[src/rtl/s2p_deser_if.sv]
// Bundle of the deserializer's serial input, control strobes and output handshake.
// master = surrounding environment, slave = the deserializer.
interface s2p_deser_if #(
    parameter int WIDTH = 8
);
    logic             shift_en;
    logic             srial_data_in;
    logic             sync_clr;
    logic             data_ready;
    logic [WIDTH-1:0] data_out;
    logic             data_valid;
    logic             overrun;
    logic             parity_err;

    modport master (
        output shift_en, srial_data_in, sync_clr, data_ready,
        input  data_out, data_valid, overrun, parity_err
    );

    modport slave (
        input  shift_en, srial_data_in, sync_clr, data_ready,
        output data_out, data_valid, overrun, parity_err
    );
endinterface

[src/rtl/s2p_deser.sv]
// Serial-to-parallel deserializer, LSB first, with a single-entry valid/ready output buffer.
// Define S2P_PARITY_EN to expect one parity bit after each word and report parity_err.
module s2p_deser #(
    parameter int WIDTH      = 8,
    parameter bit PARITY_ODD = 1'b0
) (
    input logic           sys_clk,
    input logic           sys_rst_n,
    s2p_deser_if.slave    bus
);
    localparam int              CNT_W    = $clog2(WIDTH + 1);
    localparam logic [CNT_W-1:0] CNT_LAST = CNT_W'(WIDTH - 1);

    localparam logic [1:0] ST_IDLE  = 2'd0;
    localparam logic [1:0] ST_SHIFT = 2'd1;
    localparam logic [1:0] ST_PAR   = 2'd2;
`ifdef S2P_PARITY_EN
    localparam logic [1:0] ST_WORD_DONE = ST_PAR;
`else
    localparam logic [1:0] ST_WORD_DONE = ST_IDLE;
`endif

    logic [1:0]       r_state;
    logic [CNT_W-1:0] r_cnt;
    logic [WIDTH-1:0] r_shreg;
    logic [WIDTH-1:0] r_data;
    logic             r_valid;
    logic             r_overrun;

    logic             w_take;
    logic             w_complete;
    logic             w_can_load;
    logic [WIDTH-1:0] w_shreg_nxt;
    logic [WIDTH-1:0] w_word;

    // sync_clr wins over shift_en, so a bit arriving with it is discarded.
    assign w_take     = bus.shift_en & ~bus.sync_clr;
    assign w_can_load = ~r_valid | bus.data_ready;

    always_comb begin
        w_shreg_nxt = r_shreg;
        for (int i = 0; i < WIDTH; i++) begin
            if (r_cnt == CNT_W'(i)) begin
                w_shreg_nxt[i] = bus.srial_data_in;
            end
        end
    end

`ifdef S2P_PARITY_EN
    logic r_perr;
    logic w_perr_nxt;

    assign w_complete = w_take && (r_state == ST_PAR);
    assign w_word     = r_shreg;
    assign w_perr_nxt = bus.srial_data_in ^ (^r_shreg) ^ PARITY_ODD;

    always_ff @(posedge sys_clk or negedge sys_rst_n) begin
        if (!sys_rst_n) begin
            r_perr <= 1'b0;
        end else if (w_complete && w_can_load) begin
            r_perr <= w_perr_nxt;
        end
    end

    assign bus.parity_err = r_perr;
`else
    logic w_unused_odd;

    assign w_complete     = w_take && (r_state == ST_SHIFT) && (r_cnt == CNT_LAST);
    assign w_word         = w_shreg_nxt;
    assign w_unused_odd   = PARITY_ODD;
    assign bus.parity_err = 1'b0;
`endif

    always_ff @(posedge sys_clk or negedge sys_rst_n) begin
        if (!sys_rst_n) begin
            r_state <= ST_IDLE;
            r_cnt   <= '0;
            r_shreg <= '0;
        end else if (bus.sync_clr) begin
            r_state <= ST_IDLE;
            r_cnt   <= '0;
        end else if (bus.shift_en) begin
            case (r_state)
                ST_IDLE, ST_SHIFT: begin
                    r_shreg <= w_shreg_nxt;
                    if (r_cnt == CNT_LAST) begin
                        r_cnt   <= '0;
                        r_state <= ST_WORD_DONE;
                    end else begin
                        r_cnt   <= r_cnt + CNT_W'(1);
                        r_state <= ST_SHIFT;
                    end
                end
                default: begin
                    r_cnt   <= '0;
                    r_state <= ST_IDLE;
                end
            endcase
        end
    end

    // Loading and draining in the same cycle keeps data_valid high with the new word.
    always_ff @(posedge sys_clk or negedge sys_rst_n) begin
        if (!sys_rst_n) begin
            r_data    <= '0;
            r_valid   <= 1'b0;
            r_overrun <= 1'b0;
        end else begin
            r_overrun <= 1'b0;
            if (w_complete) begin
                if (w_can_load) begin
                    r_data  <= w_word;
                    r_valid <= 1'b1;
                end else begin
                    r_overrun <= 1'b1;
                end
            end else if (r_valid && bus.data_ready) begin
                r_valid <= 1'b0;
            end
        end
    end

    assign bus.data_out   = r_data;
    assign bus.data_valid = r_valid;
    assign bus.overrun    = r_overrun;
endmodule
[src/flat_wrapper.sv]
// flat-port wrapper written by rule: the top's interface ports become plain ports
module s2p_deser_flat 
#(
    parameter int WIDTH      = 8,
    parameter bit PARITY_ODD = 1'b0
)
  (sys_clk, sys_rst_n, bus_shift_en, bus_srial_data_in, bus_sync_clr, bus_data_ready, bus_data_out, bus_data_valid, bus_overrun, bus_parity_err);
  s2p_deser_if #(.WIDTH(WIDTH)) bus_i ();
  input logic sys_clk;
  input logic sys_rst_n;
  input wire logic [$bits(bus_i.shift_en)-1:0] bus_shift_en;
  input wire logic [$bits(bus_i.srial_data_in)-1:0] bus_srial_data_in;
  input wire logic [$bits(bus_i.sync_clr)-1:0] bus_sync_clr;
  input wire logic [$bits(bus_i.data_ready)-1:0] bus_data_ready;
  output wire logic [$bits(bus_i.data_out)-1:0] bus_data_out;
  output wire logic [$bits(bus_i.data_valid)-1:0] bus_data_valid;
  output wire logic [$bits(bus_i.overrun)-1:0] bus_overrun;
  output wire logic [$bits(bus_i.parity_err)-1:0] bus_parity_err;
  assign bus_i.shift_en = bus_shift_en;
  assign bus_i.srial_data_in = bus_srial_data_in;
  assign bus_i.sync_clr = bus_sync_clr;
  assign bus_i.data_ready = bus_data_ready;
  assign bus_data_out = bus_i.data_out;
  assign bus_data_valid = bus_i.data_valid;
  assign bus_overrun = bus_i.overrun;
  assign bus_parity_err = bus_i.parity_err;
  s2p_deser #(.WIDTH(WIDTH), .PARITY_ODD(PARITY_ODD)) u_core (.sys_clk(sys_clk), .sys_rst_n(sys_rst_n), .bus(bus_i));
endmodule
[config.mk]
export PLATFORM = sky130hd
export DESIGN_NAME = s2p_deser_flat
export DESIGN_NICKNAME = d
export VERILOG_FILES = /design/src/rtl/s2p_deser_if.sv /design/src/rtl/s2p_deser.sv /design/src/flat_wrapper.sv
export SDC_FILE = /design/constraint.sdc
export NUM_CORES = 1
export LEC_CHECK = 0
export ABC_AREA = 1
export CAP_MARGIN = 10
export CORE_UTILIZATION = 52
export CTS_CLUSTER_DIAMETER = 60
export CTS_CLUSTER_SIZE = 14
export DETAILED_ROUTE_END_ITERATION = 10
export PLACE_DENSITY_LB_ADDON = 0.15
export SLEW_MARGIN = 10
export SYNTH_ARGS = -nofsm -noshare
export SYNTH_HDL_FRONTEND = slang
export SYNTH_SLANG_ARGS = --single-unit
[constraint.sdc]
create_clock -name sys_clk -period 2.3 [get_ports sys_clk]
set_input_delay 0.345 -clock sys_clk [delete_from_list [all_inputs] [get_ports sys_clk]]
set_output_delay 0.345 -clock sys_clk [all_outputs]
set_load 0.01 [all_outputs]
Word-level counts from Yosys, hierarchy flattened. Index checks and enable logic that the tools add are counted.

Add/subtract/negate cells: 1. Multipliers: 0. Divide/modulo/power cells: 0. $lt $le $gt $ge: 0. Equal/unequal tests: 9. Shift-type cells: 0. Mux-type cells: 21. Bitwise gates (word level): 4. Reductions and logical operators: 11.

Operators with widths (count): $eq A4 B3 Y1 const B (4); $mux W4 (4); $mux W1 (15); $eq A4 B2 Y1 const B (2); $add A4 B1 Y4 const B (1); $eq A4 B1 Y1 const B (1); $logic_not A4 Y1 (1); $mux W2 (2); $reduce_and A2 Y1 (2); $reduce_bool A2 Y1 (2); $logic_and A1 B1 Y1 (3); $reduce_and A3 Y1 (1); $eq A2 B1 Y1 const B (1); $logic_not A2 Y1 (1); $ne A2 B2 Y1 const B (1); $not A1 Y1 (2); $reduce_or A2 Y1 (1); $and A1 B1 Y1 (1); $or A1 B1 Y1 (1).

Register bits: 24. Latch bits: 0. RAM bits: 0. Bits in read-only memories: 0. Input bits: 6. Memories kept: 0.

Longest topological paths before layout.
Depth after elaboration: 6. Mapped depth: 7. Depth with buffers taken out: 7.

Least setup slack after synthesis. No wires, ideal clock.

Path kind: register to register. From: register u_core.r_cnt[0]. To: register u_core.r_data[0], in the netlist u_core.bus.data_out[0]. Data arrival time: 1207 ps. Required time: 2182 ps. Slack: 975 ps. Stages on the path, launching flop included: 7. Clock period less this slack: 1325 ps. Cells stage by stage: dfrtp_1 > ha_1 > nand3_4 > nor2_8 > nand2_4 > nand2_1 > nand2_1.

Cells in the longest elaborated chain, start to end: 3.

RTL lines: start: declaration (line s2p_deser.sv:24) `logic [CNT_W-1:0] r_cnt;`; start signal: assignment (line s2p_deser.sv:91) `r_cnt <= r_cnt + CNT_W'(1);`; $eq A4 B3 Y1 (line s2p_deser.sv:69) `assign w_complete = w_take && (r_state == ST_SHIFT) && (r_cnt == CNT_LAST);`; $logic_and A1 B1 Y1 (line s2p_deser.sv:69); $reduce_and A2 Y1 (no line); end signal: assignment (line s2p_deser.sv:113) `r_data <= w_word;`; end: declaration (line s2p_deser.sv:26) `logic [WIDTH-1:0] r_data;`.

Parallel ways exist; a longest one is shown, timed or not. A chain may end at the register's enable or synchronous reset.

Final worst setup path.
From: register u_core.r_data[5], in the netlist u_core.bus.data_out[5]. To: output port bus_data_out[5].

RTL lines: end: declaration (line flat_wrapper.sv:15) `output wire logic [$bits(bus_i.data_out)-1:0] bus_data_out;`.

No word-level cell between the ends.

==> impl.org <==
** Run status
- The flow ran to the end, and the final reports show no timing, DRC or antenna violations.

** Yosys
- Count of synthesis-stage warnings from yosys :: 0
- In this run, synthesis produced a sequential element count of 23.
- Mean cell area of the mapped netlist :: 7.95 µm²
- The synthesized netlist occupies a cell area of 1160 µm².
- The number of nets in the synthesized netlist is 156.
- dfrtp_1 takes more of the synthesized area than any other cell.
- The share of synthesized area in the top cell type comes to 0.496.
- By area the synthesized netlist is led by dfrtp_1 50%, nand2_1 23%, nand3_1 7.8%.
- Counting every instance in the synthesized netlist gives 146.
- For this run, the register share of the synthesized area comes to 0.496.
- The synthesized netlist contains 21 unique library cells.

** Setup path
- The worst register-to-register path ends at u_core.bus.data_out[4]$_DFFE_PN0P_.
- Critical register-to-register path startpoint :: u_core.r_cnt[0]$_DFFE_PN0P_
- Endpoint class of the critical path :: primary output
- Slowest cell on crit path :: clkdlybuf4s50_1
- Along the worst path, the maximum fanout reaches 2.
- STA classifies the critical path startpoint as a flop.
- Slack of the worst reg-to-reg path :: 0.78 ns
- Counting cells, the worst reg-to-reg path comes to 6.
- For the worst setup path, the data required time is 1.96 ns.
- WS Path Type :: reg -> out
- Critical Path Max Stage Delay :: 0.54 ns
- Among cell families on the critical path, the largest total delay comes from buffers and inverters.
- Critical path buffer and inverter count :: 1
- Cell Chain, Critical Path :: clkdlybuf4s50_1
- Worst endpoint data arrival time :: 1.23 ns

** Cells and area
- At the end of the flow the core is filled with cells to 0.674.
- The number of antenna diodes in the final layout is 0.
- The library cell used most frequently in the layout, excluding fill and tap cells, is nand2_1.
- Layout cells sized above 1 :: 0.0679
- From synthesis to final layout, the design area changed by 17.3%.
- Leaving out fill and tap cells, the most frequent cells in the layout are 71 x nand2_1, 23 x dfrtp_1, 18 x nand3_1.
- In the final design database the tool counted 173 nets.
- Non-filler cells, final :: 189

** Die
- Starting density of the core :: 0.574
- From bottom edge to top edge, the die measures 49.3 µm.
- Area of the die :: 2430 µm²
- Floorplan row count :: 16
- Top Ports :: 17
- The core region is 2020 µm².
- Die W :: 49.3 µm

** Drt
- Using the TritonRoute via totals, the vias-per-cell ratio works out to 5.17.
- Post-DRT Antenna Nets :: 0
- For this block, the initial DRC count from the detailed router was 17.
- For this run, design rule violations remaining after detail routing come to 0.
- Sum of routed wire length over all layers :: 2330 µm
- After detailed routing, the average wire length per cell comes to 12.3 µm.
- The routed layout has 977 vias.
- The first detailed-routing pass ran for 4 iterations.

** Clocking
- CTS Hold Buffers Added :: 0
- The number of clock buffers added by TritonCTS is 3.
- Clock buffer depth :: 2
- H-tree Lvls :: 1
- TritonCTS sink count :: 23
- In this run the clock root is driven by a clkbuf_4.
- Once the clock tree was built, the setup fixing pass inserted 0 buffers.
- After clock tree synthesis, the repair step resized 0 gates.
- CTS clk-pin slew, worst paths :: 0.13 ns
- Clock insertion delay at the later pin of the skew report :: 0.31 ns
- CTS tree :: built

** Place
- The congestion estimate from routability-driven global placement came to 0.842.
- Before CTS, the worst setup slack after placement is 0.640 ns.
- Detailed placement finished with a half-perimeter wire length of 1710 µm.
- Number of buffer cells added on primary ports :: 15
- Number of placed instances, taps included :: 185

** Global routing
- Via count of the first global-routing pass :: 986
- Antenna violations before repair :: 0
- Largest net degree at the start of global routing :: 24
- For this run, the total global-route usage over all layers was measured as 0.227.
- Wire length of the first global-routing pass :: 4180 µm
- The total overflow left after global routing is 0.

** STA
- Setup WS post-layout :: 0.729 ns
- Achievable clock frequency :: 637 MHz
- Setup violations remaining at the end of the flow were counted as 0.
- Period minus WS final :: 1.57 ns
- After routing, the total negative slack on setup checks comes to 0 ns.
- Slew Viols, Final :: 0
- For the final database, setup skew stands at 0.0135 ns.
- The hold violation total from the final report is 0.
- On the final layout, the worst hold slack is 0.368 ns.
- Dividing the final minimum period by the clock period gives 0.683.
- Setup repair after global routing left no endpoint under its margin.

** Power and ir drop
- Of the total power, the clock network draws 0.236.
- Leakage Power :: 0.741 nW
- Dividing total power by cell area gives a power density of 562 nW/µm².
- Of the total power, registers draw 0.604.
- The internal power of the cells totals 549 µW.
- Net switching power :: 216 µW
- Net Sw Frac :: 0.283
- Maximum VDD drop :: 0.494 mV
- Comb pwr share :: 0.160

** Hold path
- The worst hold path belongs to the class in -> async.

** Flow run
- Max-cap violations in this run came to 0.
## cell families (layout without fill, tap and decap cells)
group | count (synthesis) | after routing | synth area share
compound gates | 4 | 4 | 0.0183
buf+inv | 13 | 29 | 0.0474
simple gates | 101 | 101 | 0.392
other cells | 1 | 1 | 0.00323
flops | 23 | 23 | 0.496
fa+ha+maj | 4 | 4 | 0.0431
## through the flow
step	power (mW)	instance area [µm²]
after global placement	0.584	1340
after global routing	0.812	1360
after floorplan	0.547	1160
after detailed placement	0.590	1340
final	0.765	1360
after CTS	0.773	1360
## power groups by stage
stage | clock, mW | sequential, mW | combinational [mW]
floorplan | 0 | 0.463 | 0.0846
global placement | 0 | 0.468 | 0.115
detailed placement | 0 | 0.469 | 0.121
CTS | 0.189 | 0.462 | 0.122
global route | 0.204 | 0.467 | 0.141
finish | 0.181 | 0.462 | 0.122
## worst max path at each step
stage,slack [ns],cells after the start,to,startpoint
2_1_floorplan,0.98,6,u_core.bus.data_out[0]$_DFFE_PN0P_,u_core.r_cnt[0]$_DFFE_PN0P_
3_3_place_gp,0.67,6,u_core.bus.data_out[5]$_DFFE_PN0P_,bus_shift_en
3_5_place_dp,0.64,6,u_core.bus.data_out[6]$_DFFE_PN0P_,bus_shift_en
4_1_cts,0.72,1,bus_data_out[6],u_core.bus.data_out[6]$_DFFE_PN0P_
5_1_grt,0.62,6,u_core.bus.data_out[1]$_DFFE_PN0P_,u_core.r_cnt[0]$_DFFE_PN0P_
6_report,0.73,1,bus_data_out[5],u_core.bus.data_out[5]$_DFFE_PN0P_
## flip-flops by register name (all words and copies together) (netlist names)
| signal | cells |
|---|---|
| u_core.bus.overrun | 1 |
| u_core.r_cnt | 4 |
| u_core.bus.data_out | 8 |
| u_core.r_shreg | 8 |
| u_core.r_state | 1 |
| u_core.bus.data_valid | 1 |
## cell type report
class / instances / area, µm²
clock buffer: 3 / 22.5
inverter: 8 / 30.0
fill: 176 / 659
multi-input combinational: 110 / 531
sequential: 23 / 576
clock inverter: 1 / 5.00
tap: 27 / 33.8
timing repair buffer: 17 / 165
## cell usage after synthesis (all sizes together)
cell type and number:
dfrtp 23, a21oi 1, o22ai 1, ha 4
clkbuf 2, conb 1, nand4 5, nand3 19
nor2 4, nor3 1, inv 8, buf 3
nand2 72, o21ai 2
## per-layer routing
layer / GRT usage / wire length, µm
met5: 0 / 0
met4: 0.0588 / 21
met3: 0.0654 / 113
met2: 0.379 / 1110
met1: 0.287 / 1090
Note: power is estimated with default switching activity, not from simulation.
